--- src/rtl/sdram_arbiter.sv ---
// sdram_arbiter: shares one SDRAM command/response port between the
// GBA cartridge-bus engine and the USB bridge, one transaction at a time.
//
// Ports:
//   clk, rst                      clock, synchronous active-high reset
//   gba_rd/gba_wr/gba_addr/...    GBA requester (level req, pulse ack)
//   usb_rd/usb_wr/usb_addr/...    USB requester (same protocol)
//   mem_cmd_* / mem_rsp_*         SDRAM controller command/response
//   busy                          arbiter is not idle
//
// Optional: define SDRAM_ARB_FAIR_EN to bound GBA runs to GBA_MAX_RUN
// consecutive grants while USB waits. Default is strict GBA priority.

module sdram_arbiter #(
    parameter int ADDR_W      = 26,
    parameter int DATA_W      = 32,
    parameter int GBA_MAX_RUN = 8
) (
    input  logic              clk,
    input  logic              rst,

    input  logic              gba_rd,
    input  logic              gba_wr,
    input  logic [ADDR_W-1:0] gba_addr,
    input  logic [DATA_W-1:0] gba_wr_data,
    output logic              gba_wr_ready,
    output logic              gba_rd_valid,
    output logic [DATA_W-1:0] gba_rd_data,

    input  logic              usb_rd,
    input  logic              usb_wr,
    input  logic [ADDR_W-1:0] usb_addr,
    input  logic [DATA_W-1:0] usb_wr_data,
    output logic              usb_wr_ready,
    output logic              usb_rd_valid,
    output logic [DATA_W-1:0] usb_rd_data,

    output logic              mem_cmd_valid,
    input  logic              mem_cmd_ready,
    output logic              mem_cmd_we,
    output logic [ADDR_W-1:0] mem_cmd_addr,
    output logic [DATA_W-1:0] mem_cmd_wdata,
    input  logic              mem_rsp_valid,
    input  logic [DATA_W-1:0] mem_rsp_data,

    output logic              busy
);

    typedef enum logic [1:0] {
        IDLE  = 2'd0,
        CMD   = 2'd1,
        RWAIT = 2'd2
    } state_t;

    typedef enum logic [1:0] {
        OWN_NONE = 2'd0,
        OWN_GBA  = 2'd1,
        OWN_USB  = 2'd2
    } owner_t;

    if (GBA_MAX_RUN < 1) begin : g_cfg_chk
        $error("sdram_arbiter: GBA_MAX_RUN must be >= 1");
    end

    state_t            state, state_nxt;
    owner_t            owner, owner_nxt;
    logic              we_nxt;
    logic [ADDR_W-1:0] addr_nxt;
    logic [DATA_W-1:0] wdata_nxt;

    logic gba_req, usb_req;
    logic grant_gba, grant_usb;
    logic wr_ack, rd_ack;

    assign gba_req = gba_rd | gba_wr;
    assign usb_req = usb_rd | usb_wr;

`ifdef SDRAM_ARB_FAIR_EN
    localparam int RUN_W = $clog2(GBA_MAX_RUN + 1);
    localparam logic [RUN_W-1:0] RUN_MAX = RUN_W'(GBA_MAX_RUN);

    logic [RUN_W-1:0] run_cnt, run_cnt_nxt;
    logic             usb_turn;

    // USB takes the slot once GBA has used up its run.
    assign usb_turn  = usb_req && (!gba_req || run_cnt == RUN_MAX);
    assign grant_usb = usb_turn;
    assign grant_gba = gba_req && !usb_turn;

    always_comb begin
        run_cnt_nxt = run_cnt;
        if (state == IDLE) begin
            if (grant_usb) begin
                run_cnt_nxt = '0;
            end else if (grant_gba) begin
                if (!usb_req)
                    run_cnt_nxt = '0;
                else if (run_cnt != RUN_MAX)
                    run_cnt_nxt = run_cnt + RUN_W'(1);
            end
        end
    end

    always_ff @(posedge clk) begin
        if (rst) run_cnt <= '0;
        else     run_cnt <= run_cnt_nxt;
    end
`else
    assign grant_gba = gba_req;
    assign grant_usb = usb_req && !gba_req;
`endif

    always_comb begin
        state_nxt = state;
        owner_nxt = owner;
        we_nxt    = mem_cmd_we;
        addr_nxt  = mem_cmd_addr;
        wdata_nxt = mem_cmd_wdata;
        unique case (state)
            IDLE: begin
                unique case (1'b1)
                    grant_gba: begin
                        state_nxt = CMD;
                        owner_nxt = OWN_GBA;
                        we_nxt    = gba_wr;
                        addr_nxt  = gba_addr;
                        wdata_nxt = gba_wr_data;
                    end
                    grant_usb: begin
                        state_nxt = CMD;
                        owner_nxt = OWN_USB;
                        we_nxt    = usb_wr;
                        addr_nxt  = usb_addr;
                        wdata_nxt = usb_wr_data;
                    end
                    default: ;
                endcase
            end
            CMD: begin
                if (mem_cmd_ready) begin
                    if (mem_cmd_we) begin
                        state_nxt = IDLE;
                        owner_nxt = OWN_NONE;
                    end else begin
                        state_nxt = RWAIT;
                    end
                end
            end
            RWAIT: begin
                if (mem_rsp_valid) begin
                    state_nxt = IDLE;
                    owner_nxt = OWN_NONE;
                end
            end
            default: begin
                state_nxt = IDLE;
                owner_nxt = OWN_NONE;
            end
        endcase
    end

    always_ff @(posedge clk) begin
        if (rst) begin
            state         <= IDLE;
            owner         <= OWN_NONE;
            mem_cmd_we    <= 1'b0;
            mem_cmd_addr  <= '0;
            mem_cmd_wdata <= '0;
        end else begin
            state         <= state_nxt;
            owner         <= owner_nxt;
            mem_cmd_we    <= we_nxt;
            mem_cmd_addr  <= addr_nxt;
            mem_cmd_wdata <= wdata_nxt;
        end
    end

    // Acks are combinational so the owner sees them in the
    // same cycle as the controller handshake.
    assign wr_ack = (state == CMD) && mem_cmd_ready && mem_cmd_we;
    assign rd_ack = (state == RWAIT) && mem_rsp_valid;

    assign mem_cmd_valid = (state == CMD);
    assign busy          = (state != IDLE);

    assign gba_wr_ready = wr_ack && (owner == OWN_GBA);
    assign usb_wr_ready = wr_ack && (owner == OWN_USB);
    assign gba_rd_valid = rd_ack && (owner == OWN_GBA);
    assign usb_rd_valid = rd_ack && (owner == OWN_USB);
    assign gba_rd_data  = gba_rd_valid ? mem_rsp_data : '0;
    assign usb_rd_data  = usb_rd_valid ? mem_rsp_data : '0;

endmodule

--- config.mk ---
export PLATFORM = sky130hd
export DESIGN_NAME = sdram_arbiter
export DESIGN_NICKNAME = d
export VERILOG_FILES = /design/src/rtl/sdram_arbiter.sv
export SDC_FILE = /design/constraint.sdc
export NUM_CORES = 1
export LEC_CHECK = 0
export CORE_MARGIN = 3
export CORE_UTILIZATION = 32
export CTS_BUF_LIST = sky130_fd_sc_hd__clkbuf_2 sky130_fd_sc_hd__clkbuf_4 sky130_fd_sc_hd__clkbuf_8
export DETAILED_ROUTE_END_ITERATION = 8
export MAX_ROUTING_LAYER = met4
export PLACE_DENSITY = 0.89
export SYNTH_ARGS = -nofsm -noshare
export SYNTH_HDL_FRONTEND = slang
export SYNTH_SLANG_ARGS = --single-unit
--- constraint.sdc ---
create_clock -name clk -period 1.5 [get_ports clk]
set_input_delay 0.15 -clock clk [delete_from_list [all_inputs] [get_ports clk]]
set_output_delay 0.15 -clock clk [all_outputs]
set_load 0.02 [all_outputs]
==> impl_metrics.toml <==
[run_status]
status = "complete, but fails checks"
violations = "negative setup slack"

[placed_design]
gp_congestion = 0.941
port-buffer-count = 284
dpl_worst_slack_ns = -0.556
hpwlAfterDp_mm = 12.0

[setup_path]
crit_chain = "nand3b_1 > nor2_2 > buf_12 > and2_1 > buf_2"
critPathKind = "reg2out"
crit_path_end_kind = "output port"
crit_fanout = 33
slowest_delay_ns = 0.32
cp.depth = 5
cp.required_ns = 1.35
critPathTopFamily = "simple AND/OR/NAND/NOR gates"
cp_slowest_cell = "dfxtp_2"
r2r_cells = 6
crit_arrival_ns = 1.53
path_buf_inv = 2
crit_path_start_kind = "register"

[global_route]
antenna_found_initial = 0
grt_pass1_vias = 4673
grt_use_total_pct = 25.5
grt.overflow.total = 0
grt_pass1_wl_mm = 25.1
grt_max_degree = 61

[logic_synthesis]
synth.top_cell.area_share_pct = 35.1
synthFlopType = "dfxtp_1"
synth_commonest_cells = "64 x and2_1, 63 x dfxtp_1, 58 x a311oi_1, 58 x nand3_1, 55 x o21ai_0"
synth_xor_area_share_pct = 0
synth-seq-area-share_pct = 35.1
synth_edf_count = 0
synth_warnings = 0
avgSynthCellArea_um2 = 7.96
syn_inst = 451
synth_top_area_cell = "dfxtp_1"
yosysMostFrequentCell = "and2_1"
synth_fa_ha_area_share_pct = 0
synth_top_family_by_area = "compound AO/OA/AOI/OAI gates"
synth-compound-area-share_pct = 33.5
yosys-top-cells-area = "dfxtp_1 35%, a311oi_1 14%, and2_1 11%, nand3_1 8.1%, o21ai_0 7.7%"
synth-simple-area-share_pct = 22.8
async_flop_share_pct = 0
synth_cell_type_count = 30
ys_ff_latch = 63
syn_area_um2 = 3590
syn_nets = 607
synthMuxAreaShare_pct = 0

[final_layout]
drive_above_1_share_pct = 23.2
final_core_util_pct = 66.9
area_growth_pct = 103
n_antenna_cell = 0
n_fill_cell = 835
nets = 883

[cts]
cts_root_buf = "clkbuf_8"
cts_buffers = 9
clock-sinks = 63
postCtsHoldBufs = 0
clk_pin_slew_ns = 0.07
insertion_delay_ns = 0.34
htreeDepth = 3
clk_path_buf_depth = 2
cts_tree = "built"

[timing]
fin_crit_ns = 1.68
fin_skew_ns = 0.00549
max_freq_mhz = 596
slew_headroom_pct = 42.2
hold_viol = 0
drv_slew = 0
rsz0062_at_grt = "true"
setup_viol = 68
finalSetupTns_ns = -8.35
fin_crit_sh_pct = 112
tightest_slew_ns = 0.866
setup_slack_ns = -0.178

[floorplan]
dieWidth_um = 112
rows = 38
die_area_um2 = 12500
start_util_pct = 33.0
design.core.area_um2 = 10900
die_y_um = 112
ios = 285

[power_and_ir_drop]
power.density_nw_per_um2 = 766
leakagePower_nw = 2.96
ir_worst_vdd_v = 0.000589

[min_path]
min_path_type = "in2reg"
hold_depth = 3

[drt]
ant_nets = 0
firstDrtPassIters = 5
drc_errors = 0
drt-vias-per-instance = 5.60
wl_per_cell_um = 19.6
wirelength_mm = 17.1
vias = 4882
drtIter0Drc = 417

[run]
max-cap-violations = 0
## cells by family after synthesis
family / count (synthesis)
compound gates: 182
buf+inv: 61
flops: 63
simple gates: 145
## sequential cells by signal, summed over array words and instances (netlist names)
name / flops
mem_cmd_wdata: 32
owner: 2
state: 2
mem_cmd_we: 1
mem_cmd_addr: 26
## per-stage QoR
stage	cell area [µm²]	hold slack, ns	cells	total power, mW
floorplan	3590	0.267	451	2.83
global placement	6750	0.476	849	3.89
detailed placement	6750	0.489	849	3.94
CTS	7000	0.339	866	5.45
global route	7290	0.392	872	5.80
finish	7290	0.385	872	5.58
## metal layers
layer	global-route usage (%)	routed length, µm
met1	28.5	6310
met2	45.1	8900
met3	3.70	1270
met4	10.9	596
met5	-	0
## where the power goes
| group | switching, mW | total [mW] | internal, mW |
|---|---|---|---|
| combinational | 0.995 | 2.09 | 1.10 |
| sequential | 0.113 | 1.98 | 1.87 |
| clock | 0.663 | 1.51 | 0.842 |
| total | 1.77 | 5.58 | 3.81 |
## worst reg2reg max path, stage by stage (launching register included)
cell,delay [ns]
dfxtp_2,0.33
buf_4,0.17
nor2_4,0.06
buf_4,0.14
clkbuf_16,0.22
a221oi_4,0.30
o32ai_1,0.13
## final timing paths
| check | slack [ns] | to | from |
|---|---|---|---|
| setup / recovery | -0.18 | usb_rd_data[15] | state[0] |
| hold / removal | 0.38 | mem_cmd_addr[22] | usb_addr[22] |
| setup reg to reg | 0.01 | owner[1] | state[0] |
| hold reg to reg | 0.50 | owner[1] | owner[1] |
## final cells by class
| type | count | area [µm²] | area share (%) |
|---|---|---|---|
| tap | 140 | 175 | 2.40 |
| timing repair buffer | 322 | 3440 | 47.2 |
| sequential | 63 | 1260 | 17.3 |
| inverter | 4 | 15.0 | 0.206 |
| clock buffer | 12 | 153 | 2.09 |
| multi-input combinational | 327 | 2200 | 30.1 |
| clock inverter | 4 | 45.0 | 0.618 |
## cell usage in the layout, fill, tap and decap left out, types with 3 or more instances in the layout
| master | instances |
|---|---|
| clkbuf_8 | 10 |
| a21oi_1 | 45 |
| and2_1 | 63 |
| dlymetal6s2s_1 | 16 |
| buf_6 | 59 |
| a21oi_2 | 15 |
| dlygate4sd2_1 | 7 |
| clkinv_2 | 3 |
| nand3_1 | 58 |
| nand2b_1 | 4 |
| a311oi_1 | 45 |
| clkdlybuf4s50_1 | 190 |
| buf_2 | 6 |
| nor2_4 | 3 |
| dfxtp_1 | 62 |
| clkbuf_16 | 3 |
| buf_4 | 25 |
| o21ai_1 | 11 |
| a311oi_2 | 13 |
| o21ai_0 | 46 |
| inv_1 | 4 |
| buf_12 | 16 |
## what timing repair did
item,4_1_cts,5_1_grt
cloned,0,3
buffers inserted,1,3
gates resized for setup,336,117
setup endpoints to repair,137,143
hold endpoints to repair,0,0
pin swaps,3,3
Note: power is estimated with default switching activity, not from simulation.
